--- config.mk ---
export PLATFORM = sky130hd
export DESIGN_NAME = led_pattern_controller
export DESIGN_NICKNAME = d
export VERILOG_FILES = /design/src/rtl/led_pattern_controller.sv
export SDC_FILE = /design/constraint.sdc
export NUM_CORES = 1
export LEC_CHECK = 0
export ABC_AREA = 1
export CAP_MARGIN = 20
export CORE_ASPECT_RATIO = 1.25
export CORE_MARGIN = 5
export CORE_UTILIZATION = 45
export DETAILED_ROUTE_END_ITERATION = 12
export PLACE_DENSITY_LB_ADDON = 0.2
export SLEW_MARGIN = 10
export SYNTH_ARGS = -nofsm -noshare
export SYNTH_HDL_FRONTEND = slang
export SYNTH_SLANG_ARGS = --single-unit
export TNS_END_PERCENT = 100
--- constraint.sdc ---
create_clock -name CLOCK_50 -period 4.8 [get_ports CLOCK_50]
set_input_delay 0.96 -clock CLOCK_50 [delete_from_list [all_inputs] [get_ports CLOCK_50]]
set_output_delay 0.96 -clock CLOCK_50 [all_outputs]
set_load 0.01 [all_outputs]
--- src/rtl/led_pattern_controller.sv ---
// led_pattern_controller: debounced push-buttons set the step rate and animation mode of LEDG.
// Latency: outputs registered; a press takes effect DEBOUNCE+3 edges after KEY is first sampled low.
// Backpressure: none; free-running, each press event is consumed in the cycle it fires.

module led_pattern_controller #(
  parameter int PERIOD_MAX  = 11_000_000,
  parameter int PERIOD_MIN  = 700_000,
  parameter int PERIOD_STEP = 100_000,
  parameter int DEBOUNCE    = 500_000,
  parameter int CW          = 26
) (
  input  logic       CLOCK_50,
  input  logic [3:0] KEY,
  output logic [7:0] LEDG,
  output logic [1:0] MODE,
  output logic       TICK
);

  localparam int DW = $clog2(DEBOUNCE) + 1;
  localparam logic [DW-1:0] DB_LAST = DW'(DEBOUNCE - 1);
  localparam logic [CW:0] MAX_X  = (CW+1)'(PERIOD_MAX);
  localparam logic [CW:0] MIN_X  = (CW+1)'(PERIOD_MIN);
  localparam logic [CW:0] STEP_X = (CW+1)'(PERIOD_STEP);

  typedef enum logic [1:0] {
    BOUNCE = 2'd0,
    FILL   = 2'd1,
    BLINK  = 2'd2,
    CHASE  = 2'd3
  } mode_t;

  logic          rst;
  logic [2:0]    sync_a, sync_b, stable, stable_prev, armed, press;
  logic [1:0]    warm;
  logic [DW-1:0] db_cnt [3];
  logic          slow_ev, fast_ev, mode_ev;
  logic [CW-1:0] period, period_nxt, cnt, cnt_nxt;
  logic [CW:0]   period_x, period_dn, period_up;
  logic          tick_hit;
  mode_t         mode, mode_nxt;
  logic          dir_right, dir_nxt;
  logic [7:0]    led_nxt;
  logic          tick_nxt;

  assign rst = ~KEY[0];

  // Synchronize and debounce KEY[3:1]; warm/armed suppress an event from a key already held at reset release
  always_ff @(posedge CLOCK_50) begin
    if (rst) begin
      sync_a      <= 3'b111;
      sync_b      <= 3'b111;
      stable      <= 3'b111;
      stable_prev <= 3'b111;
      armed       <= 3'b000;
      warm        <= 2'b00;
      for (int i = 0; i < 3; i++) db_cnt[i] <= '0;
    end else begin
      sync_a      <= KEY[3:1];
      sync_b      <= sync_a;
      stable_prev <= stable;
      warm        <= {warm[0], 1'b1};
      // a key is armed once a real post-reset sample shows it released
      armed       <= armed | (sync_b & {3{warm[1]}});
      for (int i = 0; i < 3; i++) begin
        if (sync_b[i] == stable[i]) begin
          db_cnt[i] <= '0;
        end else if (db_cnt[i] == DB_LAST) begin
          stable[i] <= sync_b[i];
          db_cnt[i] <= '0;
        end else begin
          db_cnt[i] <= db_cnt[i] + 1'b1;
        end
      end
    end
  end

  assign press   = stable_prev & ~stable & armed;
  assign slow_ev = press[0];
  assign fast_ev = press[1];
  assign mode_ev = press[2];

  // Saturating period update, computed one bit wider so nothing wraps
  always_comb begin
    period_x   = {1'b0, period};
    period_dn  = period_x - STEP_X;
    period_up  = period_x + STEP_X;
    period_nxt = period;
    if (fast_ev && !slow_ev) begin
      if (period_dn[CW] || (period_dn < MIN_X)) period_nxt = MIN_X[CW-1:0];
      else                                      period_nxt = period_dn[CW-1:0];
    end else if (slow_ev && !fast_ev) begin
      if (period_up > MAX_X) period_nxt = MAX_X[CW-1:0];
      else                   period_nxt = period_up[CW-1:0];
    end
  end

  // >= rather than == so a shortened period below cnt ticks immediately instead of wrapping
  assign tick_hit = ({1'b0, cnt} >= (period_x - 1'b1));

  // Mode state register
  always_ff @(posedge CLOCK_50) begin
    if (rst) mode <= BOUNCE;
    else     mode <= mode_nxt;
  end

  // Next mode: advance on a mode press, wrapping CHASE back to BOUNCE
  always_comb begin
    mode_nxt = mode;
    if (mode_ev) mode_nxt = mode_t'(mode + 2'd1);
  end

  // Pattern step, counter and tick; a mode press overrides a coincident tick
  always_comb begin
    cnt_nxt  = cnt + 1'b1;
    led_nxt  = LEDG;
    dir_nxt  = dir_right;
    tick_nxt = 1'b0;
    if (mode_ev) begin
      cnt_nxt = '0;
      dir_nxt = 1'b0;
      case (mode_nxt)
        BOUNCE:  led_nxt = 8'h01;
        FILL:    led_nxt = 8'h00;
        BLINK:   led_nxt = 8'hFF;
        default: led_nxt = 8'h11;
      endcase
    end else if (tick_hit) begin
      cnt_nxt  = '0;
      tick_nxt = 1'b1;
      case (mode)
        BOUNCE: begin
          if (!$onehot(LEDG)) begin
            led_nxt = 8'h01;
            dir_nxt = 1'b0;
          end else if (!dir_right) begin
            led_nxt = {LEDG[6:0], 1'b0};
            dir_nxt = LEDG[6];         // just moved onto bit7
          end else begin
            led_nxt = {1'b0, LEDG[7:1]};
            dir_nxt = ~LEDG[1];        // just moved onto bit0
          end
        end
        FILL:  led_nxt = (LEDG == 8'hFF) ? 8'h00 : {LEDG[6:0], 1'b1};
        BLINK: led_nxt = ~LEDG;
        default: begin
          case (LEDG)
            8'h11, 8'h22, 8'h44, 8'h88: led_nxt = {LEDG[6:0], LEDG[7]};
            default:                    led_nxt = 8'h11;
          endcase
        end
      endcase
    end
  end

  // Datapath registers: period, step counter, pattern, direction, tick pulse
  always_ff @(posedge CLOCK_50) begin
    if (rst) begin
      period    <= MAX_X[CW-1:0];
      cnt       <= '0;
      LEDG      <= 8'h01;
      dir_right <= 1'b0;
      TICK      <= 1'b0;
    end else begin
      period    <= period_nxt;
      cnt       <= cnt_nxt;
      LEDG      <= led_nxt;
      dir_right <= dir_nxt;
      TICK      <= tick_nxt;
    end
  end

  assign MODE = mode;

endmodule

# After elaboration in Yosys (flattened, before gate mapping)

Memory sizes are Yosys's and may differ from the RTL's.
Index checks and enable logic that the tools add are counted.

$add $sub $neg: 15
Magnitude comparators: 3
Equal/unequal tests: 16
Mux-type cells: 60
Bitwise gates (word level): 20
Reduce and logical (&&, ||, !) cells: 16

Operator list:

| operator                                                        | number |
|---|---|
| two-way mux 20 bit                                              | 9 |
| two-way mux 26 bit                                              | 4 |
| adder 20 x 1 -> 20 bit, second input constant                   | 3 |
| == test 20 x 19 -> 1 bit, second input constant                 | 3 |
| two-way mux 8 bit                                               | 6 |
| case mux 8 bit (3 select lines)                                 | 2 |
| two-way mux 1 bit                                               | 38 |
| adder 26 x 17 -> 27 bit, second input constant                  | 1 |
| >= comparator 26 x 27 -> 1 bit                                  | 1 |
| greater-than comparator 27 x 24 -> 1 bit, second input constant | 1 |
| < comparator 27 x 20 -> 1 bit, second input constant            | 1 |
| subtractor 26 x 1 -> 27 bit, second input constant              | 1 |
| subtractor 26 x 17 -> 27 bit, second input constant             | 1 |
| adder 26 x 1 -> 26 bit, second input constant                   | 1 |
| == test 8 bit, second input constant                            | 2 |
| bitwise AND 3 bit                                               | 3 |
| OR 1 bit                                                        | 9 |
| adder 1 x 1 -> 2 bit                                            | 4 |
| == test 8 x 5 -> 1 bit, second input constant                   | 1 |
| == test 8 x 6 -> 1 bit, second input constant                   | 1 |
| == test 8 x 7 -> 1 bit, second input constant                   | 1 |
| NOT 8 bit                                                       | 1 |
| AND reduction 2 bit                                             | 4 |
| adder 2 x 2 -> 3 bit                                            | 2 |
| other kinds (18)                                                | 30 |

Register bits after elaboration: 81
Memory bits (writable): 60
Output and inout bits: 11
Memories: 1

Memory list:

| memory | depth | width | rd ports | clocked after Yosys merged registers in | write ports | RTL line | text |
|---|---|---|---|---|---|---|---|
| db_cnt | 3     | 20    | 3        | 0                                       | 3           | 35       | `logic [DW-1:0] db_cnt [3];` |

# Longest topological paths before layout

Gate-level depths: netlist (run 1).

Depth in word-level cells: 8
Depth in mapped cells: 24
Gate-level depth less buffers: 23

# Worst setup path before layout (run 1)

OpenSTA, ideal clock, no wires.

Kind: register to register
Start point: register LEDG[0]
End point: register LEDG[1]
Library setup time: 0.057 ns
Data arrival time: 3.682 ns
Data required time: 4.743 ns
Path slack: 1.061 ns
Cell stages (with the launch flop): 21
Buffers on the path: 0
Clock period less this slack: 3.739 ns
Cell sequence: dfxtp_1 > inv_1 > fa_1 > fa_1 > fa_1 > inv_1 > ha_1 > inv_1 > fa_1 > nand2_1 > a21oi_1 > nand2_1 > nor2_1 > o211ai_1 > o21ai_0 > nand2_1 > o21ai_0 > a21oi_1 > nand2_1 > o21ai_1 > inv_1

Longest elaborated chain between the ends: 8

Ends and longest elaborated chain:

| what                                       | RTL line | text |
|---|---|---|
| from (decl)                                | 14       | `output logic [7:0] LEDG,` |
| from (signal assigned)                     | 166      | `LEDG <= led_nxt;` |
| adder 1 x 1 -> 2 bit (not written as such) | 132      | `if (!$onehot(LEDG)) begin` |
| adder 2 x 2 -> 3 bit (not written as such) | 132      |  |
| adder 3 x 3 -> 4 bit (not written as such) | 132      |  |
| == test 4 x 1 -> 1 bit                     | 132      |  |
| two-way mux 8 bit                          | 132      |  |
| case mux 8 bit (3 select lines) (*)        | 130      | `case (mode)` |
| two-way mux 8 bit (*)                      | 127      | `end else if (tick_hit) begin` |
| two-way mux 8 bit (*)                      | 118      | `if (mode_ev) begin` |

Every way passes the cells marked *; elsewhere a longest branch is shown, timed or not. The select of a mux whose other input is x is not followed.
A chain may end at the register's enable or synchronous reset.

# Final worst setup path (run 1)

Start point: register LEDG[1]
End point: register LEDG[2]

The elaborated chain is that of the path after synthesis.

==> results.py, run 1 <==
metrics = {
    "logic_synthesis": {
        "synth-adder-area-share_pct": 6.23,
        "async_flop_share_pct": 0,
        "synth_compound_area_share_pct": 8.95,
        "avgSynthCellArea_um2": 7.11,
        "synthXorXnorAreaFrac_pct": 4.32,
        "synth_edf_count": 60,
        "netlist_instances": 1368,
        "ys_ff_latch": 136,
        "synth.area.mux_share_pct": 0,
        "synthSimpleGateAreaFrac_pct": 36.2,
        "netlist_area_mm2": 0.00973,
        "synth_top_family_by_area": "simple AND/OR/NAND/NOR gates",
        "synth_cell_types": 59,
        "yosys_warnings": 0,
        "ys.flop_type": "dfxtp_1",
        "yosysSeqAreaShare_pct": 34.2,
    },
    "drt": {
        "wire_per_inst_um": 13.0,
        "drtIter0Drc": 355,
        "viasPerCell": 5.03,
        "drc_errors": 0,
        "ant_nets": 0,
        "vias": 8625,
        "firstDrtPassIters": 5,
        "finalWirelength_mm": 22.2,
    },
    "clocking": {
        "cts_resized": 0,
        "cts_setup_buffers": 0,
        "cts.sinks": 136,
        "cts_tree": "built",
        "clk_pin_slew_worst_paths_ps": 70,
        "clockBufferDepth": 2,
        "clk_latency_ps": 430,
        "cts_buffers": 17,
        "htreeDepth": 4,
        "cts_root_buf": "clkbuf_16",
        "ctsHoldBuffers": 0,
    },
    "die": {
        "io_pins": 16,
        "start_util_pct": 45.5,
        "die_h_um": 174,
        "rows": 60,
        "die-area_mm2": 0.0247,
        "die_w_um": 142,
        "placeableCoreArea_mm2": 0.0214,
    },
    "power": {
        "powerDensity_mw_per_mm2": 241,
        "p_total_uw": 2600,
        "ir_drop_uv": 239,
        "power_leakage_uw": 0.00471,
    },
    "placement": {
        "port_buffers": 15,
        "dp_slack_ps": 744,
        "place.gp.congestion": 0.923,
        "place_area_mm2": 0.0102,
        "hpwl_mm": 16.9,
    },
    "worst_setup_path": {
        "r2r-start": "LEDG[1]",
        "end_kind": "flop",
        "startpoint_type": "flop",
        "crit_arrival_ps": 4520,
        "worstPathMaxFanout": 7,
        "r2r_slack_ps": 660,
        "crit_path_start": "LEDG[1]",
        "crit_type": "flop to flop",
        "cp_data_required_time_ps": 5180,
        "ff2ff_path_depth": 20,
        "reg2reg_to": "LEDG[2]",
        "crit_end": "LEDG[2]",
    },
    "timing": {
        "hold_ws_ps": 416,
        "worst_slack_ps": 663,
        "setup_violations": 0,
        "fin_skew_ps": 15.5,
        "min_period_ps": 4140,
        "fmax_mhz": 242,
        "period_share_pct": 86.2,
        "slew_headroom_pct": 44.5,
        "tightest_slew_ps": 832,
        "final.setup.tns_ps": 0,
        "drv_slew": 0,
        "report.final.hold_viol_count": 0,
        "rsz0062_at_grt": "false",
    },
    "final_layout": {
        "mostFrequentLayoutCell": "nand2_1",
        "final_nets": 1474,
        "fillers": 2177,
        "area_growth_pct": 11.0,
        "drive_gt1_share_pct": 8.15,
        "mostFrequentLayoutCells": "333 x nand2_1, 177 x inv_1, 138 x nor2_1",
        "num_antenna_cells": 0,
        "design_area_mm2": 0.0108,
    },
    "global_routing": {
        "grt_max_degree": 31,
        "antenna_found_initial": 0,
        "grt_pass1_vias": 8101,
        "overflow": 0,
        "grt_usage_pct": 18.3,
        "grt_first_pass_wirelength_mm": 37.6,
    },
    "min_path": {
        "min-delay-start": "sync_a[2]",
        "hold_path.class": "flop to flop",
    },
    "status": {
        "outcome": "finished, final reports clean",
    },
    "job": {
        "maxCapViolCount": 0,
    },
}
[state kept, by name, summed over array words and instances (netlist names), 3 cells and up]
signal       cells
period          21
sync_a           3
stable           3
db_cnt          60
stable_prev      3
armed            3
sync_b           3
LEDG             8
cnt             26
[critical path, cell delays in order, from the launching register on]
cell and delay, ps:
dfxtp_1 440, inv_1 160, fa_1 500, fa_1 520
fa_1 420, inv_1 70, ha_1 150, inv_1 50
fa_1 480, nand2_1 50, a21oi_1 170, nand2_1 140
nor2_1 290, o211ai_1 140, o21ai_0 90, nand2_1 60
o21ai_0 80, a21oi_1 80, nand2_1 70, o21ai_1 70
inv_1 50
[cell usage after synthesis, drive strengths merged, types with 2 or more instances]
cell / number / area share, %
a21oi: 89 / 4.6
buf: 21 / 1.7
o21bai: 3 / 0.23
nand3: 103 / 5.5
o21ai: 42 / 2.2
clkinv: 3 / 0.17
nand2: 353 / 14
or2: 7 / 0.45
nor3: 44 / 2.6
o211ai: 6 / 0.46
xnor2: 5 / 0.45
nand4: 40 / 2.7
nor3b: 19 / 2.0
nor2: 155 / 6.6
fa: 4 / 0.82
dfxtp: 76 / 16
inv: 188 / 7.4
nor4: 15 / 1.2
ha: 42 / 5.4
a211oi: 5 / 0.44
nand3b: 4 / 0.31
and2: 2 / 0.13
a31oi: 5 / 0.32
o22ai: 3 / 0.19
edfxtp: 60 / 19
xor2: 43 / 3.9
clkbuf: 21 / 0.81
[cell type report]
| class | instances | area (um2) | share of cell area (%) |
|---|---|---|---|
| clock inverters | 15 | 143 | 1.32 |
| repair buffers | 19 | 180 | 1.67 |
| clock buffers | 17 | 425 | 3.94 |
| well taps | 279 | 349 | 3.23 |
| inverters | 191 | 734 | 6.80 |
| multi-input cells | 1058 | 5650 | 52.3 |
| flip-flops and latches | 136 | 3320 | 30.8 |
[metrics by stage]
stage	utilization, %	cells
after global routing	50.5	1715
after detailed placement	47.8	1683
after CTS	50.5	1715
after floorplan	-	1427
after global placement	47.8	1683
final	50.5	1715
[worst min path at each step]
stage | to | slack (ps) | depth (start not counted)
after floorplan | warm[1] | 390 | 2
after global placement | warm[1] | 390 | 2
after detailed placement | warm[1] | 400 | 2
after CTS | sync_b[2] | 420 | 1
after global routing | sync_b[0] | 450 | 1
final | sync_b[2] | 420 | 1
[metal layers]
layer	global-route usage [%]	up-vias	part of all wire, %
li1	-	4543	-
met1	22.6	3907	45
met2	32.5	152	50
met3	3.11	23	3.5
met4	5.64	0	1.5
met5	0	-	0
[power breakdown]
part	leakage (uW)	switching, uW	internal [uW]	total [uW]
combinational	0.00320	48.8	23.3	72.1
clock	0.000277	550	722	1270
sequential	0.00124	22.8	1240	1260
[kinds of logic after synthesis]
group / count (synthesis)
AOI/OAI and AO/OA: 159
buffers and inverters: 233
xor gates and xnor gates: 48
and+or+nand+nor: 745
other: 1
adders and majority gates: 46
DFF: 136
Power figures use the tool's default switching activity.
==> run 2, diff against run 1 <==
- CTS_CLUSTER_DIAMETER: not set -> 30
==> results of run 2 <==
The final DEF is identical to that of run 1; final timing and power are the same.
